<file path="src/rtl/counter_seq_ctrl.sv">
`default_nettype none
// +---------------------------------------------------------------------------+
// | counter_seq_ctrl: sequences an external up/down counter from a start value |
// | to a target, reporting step count or timeout.   Rev 1.0                    |
// +---------------------------------------------------------------------------+
module counter_seq_ctrl #(
  parameter int WIDTH   = 4,
  parameter int TIMEOUT = 20
) (
  input  logic               clk,
  input  logic               reset,
  input  logic               cmd_valid,
  output logic               cmd_ready,
  input  logic [WIDTH-1:0]   cmd_start,
  input  logic [WIDTH-1:0]   cmd_target,
  input  logic               cmd_dir,
  input  logic               abort,
  output logic               ctr_load,
  output logic [WIDTH-1:0]   ctr_data,
  output logic               ctr_up_dwn,
  input  logic [WIDTH-1:0]   ctr_out,
  output logic               done,
  output logic               err,
  output logic [WIDTH+4:0]   steps
);

  localparam int STEPS_W = WIDTH + 5;
  localparam logic [STEPS_W-1:0] TIMEOUT_LAST  = STEPS_W'(TIMEOUT - 1);
  localparam logic [STEPS_W-1:0] TIMEOUT_STEPS = STEPS_W'(TIMEOUT);

  typedef enum logic [1:0] {
    IDLE = 2'd0,
    LOAD = 2'd1,
    RUN  = 2'd2,
    DONE = 2'd3
  } state_t;

  state_t               state_q,      state_d;
  logic [WIDTH-1:0]     target_q,     target_d;
  logic [STEPS_W-1:0]   run_cnt_q,    run_cnt_d;
  logic                 cmd_ready_q,  cmd_ready_d;
  logic                 ctr_load_q,   ctr_load_d;
  logic [WIDTH-1:0]     ctr_data_q,   ctr_data_d;
  logic                 ctr_up_dwn_q, ctr_up_dwn_d;
  logic                 done_q,       done_d;
  logic                 err_q,        err_d;
  logic [STEPS_W-1:0]   steps_q,      steps_d;

  // All outputs are registered: each _d is the value for the state being entered.
  always_comb begin
    state_d      = state_q;
    target_d     = target_q;
    run_cnt_d    = run_cnt_q;
    ctr_load_d   = 1'b0;
    ctr_data_d   = ctr_data_q;
    ctr_up_dwn_d = ctr_up_dwn_q;
    done_d       = 1'b0;
    err_d        = err_q;
    steps_d      = steps_q;

    case (state_q)
      IDLE: begin
        if (cmd_valid && cmd_ready_q) begin
          state_d      = LOAD;
          ctr_data_d   = cmd_start;
          target_d     = cmd_target;
          ctr_up_dwn_d = cmd_dir;
          ctr_load_d   = 1'b1;
          run_cnt_d    = '0;
        end
      end
      LOAD: begin
        if (abort) begin
          state_d = IDLE;
        end else begin
          state_d   = RUN;
          run_cnt_d = '0;
        end
      end
      RUN: begin
        // Abort outranks both match and timeout in the same cycle.
        if (abort) begin
          state_d = IDLE;
        end else if (ctr_out == target_q) begin
          state_d = DONE;
          done_d  = 1'b1;
          err_d   = 1'b0;
          steps_d = run_cnt_q;
        end else if (run_cnt_q == TIMEOUT_LAST) begin
          state_d = DONE;
          done_d  = 1'b1;
          err_d   = 1'b1;
          steps_d = TIMEOUT_STEPS;
        end else begin
          run_cnt_d = run_cnt_q + 1'b1;
        end
      end
      DONE: begin
        state_d = IDLE;
      end
      default: begin
        state_d = IDLE;
      end
    endcase

    cmd_ready_d = (state_d == IDLE);
  end

  always_ff @(posedge clk) begin
    if (!reset) begin
      state_q      <= IDLE;
      target_q     <= '0;
      run_cnt_q    <= '0;
      cmd_ready_q  <= 1'b1;
      ctr_load_q   <= 1'b0;
      ctr_data_q   <= '0;
      ctr_up_dwn_q <= 1'b1;
      done_q       <= 1'b0;
      err_q        <= 1'b0;
      steps_q      <= '0;
    end else begin
      state_q      <= state_d;
      target_q     <= target_d;
      run_cnt_q    <= run_cnt_d;
      cmd_ready_q  <= cmd_ready_d;
      ctr_load_q   <= ctr_load_d;
      ctr_data_q   <= ctr_data_d;
      ctr_up_dwn_q <= ctr_up_dwn_d;
      done_q       <= done_d;
      err_q        <= err_d;
      steps_q      <= steps_d;
    end
  end

  assign cmd_ready  = cmd_ready_q;
  assign ctr_load   = ctr_load_q;
  assign ctr_data   = ctr_data_q;
  assign ctr_up_dwn = ctr_up_dwn_q;
  assign done       = done_q;
  assign err        = err_q;
  assign steps      = steps_q;

endmodule
`default_nettype wire

</file>
<file path="config.mk">
export PLATFORM = sky130hd
export DESIGN_NAME = counter_seq_ctrl
export DESIGN_NICKNAME = d
export VERILOG_FILES = /design/src/rtl/counter_seq_ctrl.sv
export SDC_FILE = /design/constraint.sdc
export NUM_CORES = 1
export LEC_CHECK = 0
export ABC_AREA = 1
export BUFFER_PORTS_ARGS = -buffer_cell sky130_fd_sc_hd__buf_4
export CAP_MARGIN = 20
export CORE_AREA = 4 4 60 62
export CTS_CLUSTER_SIZE = 40
export DETAILED_ROUTE_END_ITERATION = 6
export DIE_AREA = 0 0 64 66
export PLACE_DENSITY = 0.77
export REMOVE_ABC_BUFFERS = 1
export SYNTH_ARGS = -nofsm -noshare
export SYNTH_HDL_FRONTEND = slang
export SYNTH_SLANG_ARGS = --single-unit
export TNS_END_PERCENT = 50
</file>
<file path="constraint.sdc">
create_clock -name clk -period 2.3 [get_ports clk]
set_input_delay 0.115 -clock clk [delete_from_list [all_inputs] [get_ports clk]]
set_output_delay 0.115 -clock clk [all_outputs]
set_load 0.02 [all_outputs]
</file>
* Word level (Yosys, flattened, before mapping)
Cells that the tools add are included.
Widths: inputs -> output; s select.
** Storage, ports and cells
- Flip-flop bits (word level) :: 33
- Bits of input ports :: 17
- Word-level logic and storage cells :: 53
** Operators by class
- $add $sub $neg :: 1
- Equal/unequal tests :: 10
- Mux-type cells :: 19
- Bitwise logic cells :: 3
- Reductions and logical operators :: 10
** Operators with widths (number)
- $mux 9 :: 7
- $pmux 9 s3 :: 1
- $mux 2 :: 5
- $ne 2x2->1 const B :: 5
- $add 9x1->9 const B :: 1
- $eq 9x5->1 const B :: 1
- $pmux 2 s4 :: 1
- $reduce_and 6->1 :: 1
- $mux 1 :: 5
- $eq 2x2->1 const B :: 2
- $eq 4x4->1 :: 1
- $logic_not 2->1 :: 2
- $reduce_and 2->1 :: 2
- $not 1->1 :: 3
- $reduce_and 3->1 :: 1
- $reduce_bool 3->1 :: 1
- $reduce_or 3->1 :: 1
- $eq 2x1->1 const B :: 1
- $reduce_bool 2->1 :: 1
- $logic_and 1x1->1 :: 1

* Longest topological paths before layout
- Depth in word-level cells :: 6
- Mapped depth :: 10

* Least setup slack after synthesis
No wires, ideal clock.
- Kind :: reg2reg
- Start point :: register run_cnt_q[0]
- End point :: register run_cnt_q[0]
- Setup time :: 0.113 ns
- Arrival time :: 1.324 ns
- Required time :: 2.187 ns
- Setup slack :: 0.863 ns
- Stages on the path, launching flop included :: 11
- Path buffers :: 0
- Clock period less this slack :: 1.437 ns
- Cells stage by stage :: dfxtp_1 -> ha_1 -> nand2_1 -> nor2_1 -> nand2_1 -> nand2_1 -> nand2_1 -> nand3_2 -> inv_2 -> nor2_1 -> nor2_1
** On the way
- Longest elaborated chain between the ends :: 5
- Elaborated cells between the ends (all ways) :: 8
- Classes of those cells :: 1 x add/sub; 2 x eq/ne; 4 x mux; 1 x reduce/logical
** Ends and longest elaborated chain
- from (decl) :: RTL line 40 : logic [STEPS_W-1:0] run_cnt_q, run_cnt_d;
- from (signal assigned) :: RTL line 124 : run_cnt_q <= run_cnt_d;
- $add 9x1->9 :: RTL line 95 : run_cnt_d = run_cnt_q + 1'b1;
- $mux 9 :: RTL line 89 : end else if (run_cnt_q == TIMEOUT_LAST) begin
- $mux 9 :: RTL line 84 : end else if (ctr_out == target_q) begin
- $mux 9 :: RTL line 82 : if (abort) begin
- $pmux 9 s3 :: RTL line 61 : case (state_q)
Several ways; a longest one is shown, not always the timed one. The select of a mux whose other input is x is not followed.
A chain may end at the register's enable or synchronous reset.

* Final worst setup path
- Start point :: register run_cnt_q[0]
- End point :: register run_cnt_q[3]
The elaborated chain is that of the path after synthesis.

==> flow_metrics.env <==
export IMPL_dr_pass1_iters=4
export IMPL_synth_distinct_cells=27
export IMPL_grt_use_met1_pct=25.55
export IMPL_htree_levels=2
export IMPL_cts_tree="done"
export IMPL_powerDensity_nw_per_um2=575.4
export IMPL_hold_viol=0
export IMPL_core_sq_um=3028
export IMPL_crit_type="flip-flop to flip-flop"
export IMPL_yosys_register_bits=33
export IMPL_synth_top_area_share_pct=41.03
export IMPL_synthArstFlopShare_pct=0
export IMPL_clock_sinks=33
export IMPL_preCtsSetupSlack_ns=0.6669
export IMPL_met2_usage_pct=30.71
export IMPL_maxCapViolations=0
export IMPL_status="finished, final reports clean"
export IMPL_drive_above_1_share_pct=21.79
export IMPL_grt_pass1_wl_microns=6548
export IMPL_gp_congestion=0.9133
export IMPL_fillCellCount=281
export IMPL_nets=297
export IMPL_clk_latency_ns=0.34
export IMPL_worst_setup_path_end_kind="flip-flop"
export IMPL_synth_cells=238
export IMPL_vdd_drop_max_mv=0.4036
export IMPL_finalSetupViolCount=0
export IMPL_cts_buffer_depth=2
export IMPL_vias_per_cell=4.910
export IMPL_grt_pass1_vias=1469
export IMPL_period_share_pct=71.63
export IMPL_antenna_found_initial=0
export IMPL_synth_area_leaders="dfxtp_1 41%, nand2_1 17%, nand3_1 8.1%"
export IMPL_layout_min_cycle_time_ns=1.647
export IMPL_synth_edf_count=0
export IMPL_startpoint_type="flip-flop"
export IMPL_met3_usage_pct=5.952
export IMPL_io_pins=35
export IMPL_worstMarginPinSlew_ns=0.4915
export IMPL_slew_viol_final=0
export IMPL_seq_area_sq_um=660.6
export IMPL_yosys_most_used_dff="dfxtp_1"
export IMPL_min_path_type="primary input to flip-flop"
export IMPL_synth_top_cell_by_area="dfxtp_1"
export IMPL_slew_headroom_pct=67.03
export IMPL_dp_hpwl_microns=2644
export IMPL_gr_usage_all_layers_pct=19.89
export IMPL_portBuffers=34
export IMPL_diodes=0
export IMPL_holdWs_ns=0.04631
export IMPL_fp_dieH_microns=66
export IMPL_ys_top_cells_by_count="73 x nand2_1, 33 x dfxtp_1, 29 x nor2_1"
export IMPL_setup_tns_ns=0
export IMPL_crit_fanout=8
export IMPL_numCtsBuffers=5
export IMPL_clock_skew_ns=0.006858
export IMPL_dp_cells=311
export IMPL_yosysMostFrequentCell="nand2_1"
export IMPL_initialDrtViolationCount=66
export IMPL_die_area_sq_um=4224
export IMPL_wl_per_cell_microns=10.98
export IMPL_netlist_area_sq_um=1610
export IMPL_syn_mean_instance_area_sq_um=6.766
export IMPL_yosysWarningCount=0
export IMPL_cp_required_ns=2.55
export IMPL_path_clk_slew_ns=0.10
export IMPL_ys_seq_area_share_pct=41.03
export IMPL_p_leak_nw=0.9318
export IMPL_root_buffer="clkbuf_4"
export IMPL_arrival_ns=1.90
export IMPL_grt_max_degree=19
export IMPL_busiest_layer="met2"
export IMPL_wl_microns=3556
export IMPL_drc=0
export IMPL_die_x_microns=64
export IMPL_rows=20
export IMPL_area_growth_pct=25.02
export IMPL_fmaxAchievable_ghz=0.6070
export IMPL_rsz0062_at_grt="no"
export IMPL_antenna_left=0
export IMPL_start_util_pct=53.18
export IMPL_fin_cells=324
export IMPL_grt_ovfl_total=0
export IMPL_vias=1591
export IMPL_setup_slack_ns=0.6525
export IMPL_multi_input_area_sq_um=815.8
==> through the flow <==
| stage | util [%] | instance area, sq um | total power (W) |
|---|---|---|---|
| floorplan | - | 1583 | 0.0007299 |
| global placement | 62.52 | 1893 | 0.0007941 |
| detailed placement | 62.52 | 1893 | 0.0007967 |
| CTS | 66.49 | 2013 | 0.001172 |
| global route | 66.49 | 2013 | 0.001228 |
| finish | 66.49 | 2013 | 0.001158 |
==> cell families (layout without fill, tap and decap cells) <==
kind of cell | count (synthesis) | count (layout) | share of synthesized area [%]
adder cells (fa/ha/maj) | 1 | 1 | 0.7769
XOR/XNOR | 2 | 2 | 1.088
AND/OR/NAND/NOR | 142 | 142 | 40.25
buffers and inverters | 33 | 75 | 8.313
flip-flops | 33 | 33 | 41.03
AO/OA/AOI/OAI | 27 | 27 | 8.547
==> worst paths after layout <==
| check | start | to | slack (ns) | cells after the start |
|---|---|---|---|---|
| worst max-delay path | run_cnt_q[0] | run_cnt_q[3] | 0.65 | 9 |
| worst min-delay path | cmd_target[0] | target_q[0] | 0.05 | 3 |
| worst max register to register | run_cnt_q[0] | run_cnt_q[3] | 0.65 | 9 |
| worst min register to register | steps[1] | steps[1] | 0.45 | 2 |
==> critical path, stage by stage (launching register included) <==
cell	delay [ns]
dfxtp_1	0.42
ha_1	0.24
nand2_1	0.07
nor2_1	0.25
nand2_1	0.08
nand2_1	0.07
nand2_1	0.06
nand3_2	0.15
nand2_1	0.08
a21oi_1	0.15
==> cell usage in the layout, fill, tap and decap left out <==
| cell | netlist | layout |
|---|---|---|
| a211oi_1 | 1 | 1 |
| a21oi_1 | 17 | 17 |
| and2_1 | 1 | 1 |
| buf_4 | 0 | 34 |
| clkbuf_4 | 0 | 5 |
| clkbuf_8 | 0 | 2 |
| clkinv_1 | 2 | 2 |
| clkinv_2 | 1 | 2 |
| dfxtp_1 | 33 | 33 |
| dlygate4sd3_1 | 0 | 5 |
| ha_1 | 1 | 1 |
| inv_1 | 18 | 18 |
| inv_2 | 7 | 7 |
| nand2_1 | 73 | 73 |
| nand2_2 | 3 | 3 |
| nand3_1 | 26 | 26 |
| nand3_2 | 2 | 2 |
| nand3_4 | 1 | 1 |
| nor2_1 | 29 | 29 |
| nor2_2 | 1 | 1 |
| nor2_4 | 2 | 2 |
| nor2_8 | 1 | 1 |
| nor3_2 | 1 | 1 |
| nor3b_1 | 1 | 1 |
| o21ai_0 | 9 | 9 |
| or2_0 | 1 | 1 |
| xnor2_1 | 1 | 1 |
| xor2_1 | 1 | 1 |
==> where the power goes <==
group | internal, W | leakage [nW] | total, W | switching (W)
Sequential | 0.000596 | 0.269 | 0.000613 | 0.0000170
Clock | 0.000177 | 0.0413 | 0.000367 | 0.000190
Combinational | 0.0000732 | 0.622 | 0.000178 | 0.000105
==> what timing repair did <==
action | CTS | global route
buffers inserted | 0 | 0
resized for setup | 0 | 0
hold buffers | 5 | 0
hold endpoints to repair | 5 | 0
==> metal layers <==
metal	vias to the layer above	routed length, microns
li1	833	-
met1	705	1600
met2	43	1640
met3	10	223
met4	0	91
met5	-	0
==> sequential cells by signal, indices dropped and copies added, names as in the netlist <==
signal / count
done: 1
state_q: 2
run_cnt_q: 9
ctr_load: 1
ctr_data: 4
steps: 9
ctr_up_dwn: 1
target_q: 4
cmd_ready: 1
err: 1
==> area by class of cell <==
| type | count | share of cell area, % |
|---|---|---|
| clock buffers | 7 | 3.232 |
| clock inverters | 1 | 0.2486 |
| inverters | 28 | 5.283 |
| multi-input cells | 172 | 40.52 |
| flip-flops and latches | 33 | 32.82 |
| well taps | 44 | 2.735 |
| repair buffers | 39 | 15.16 |
(Power assumes the default switching activity.)
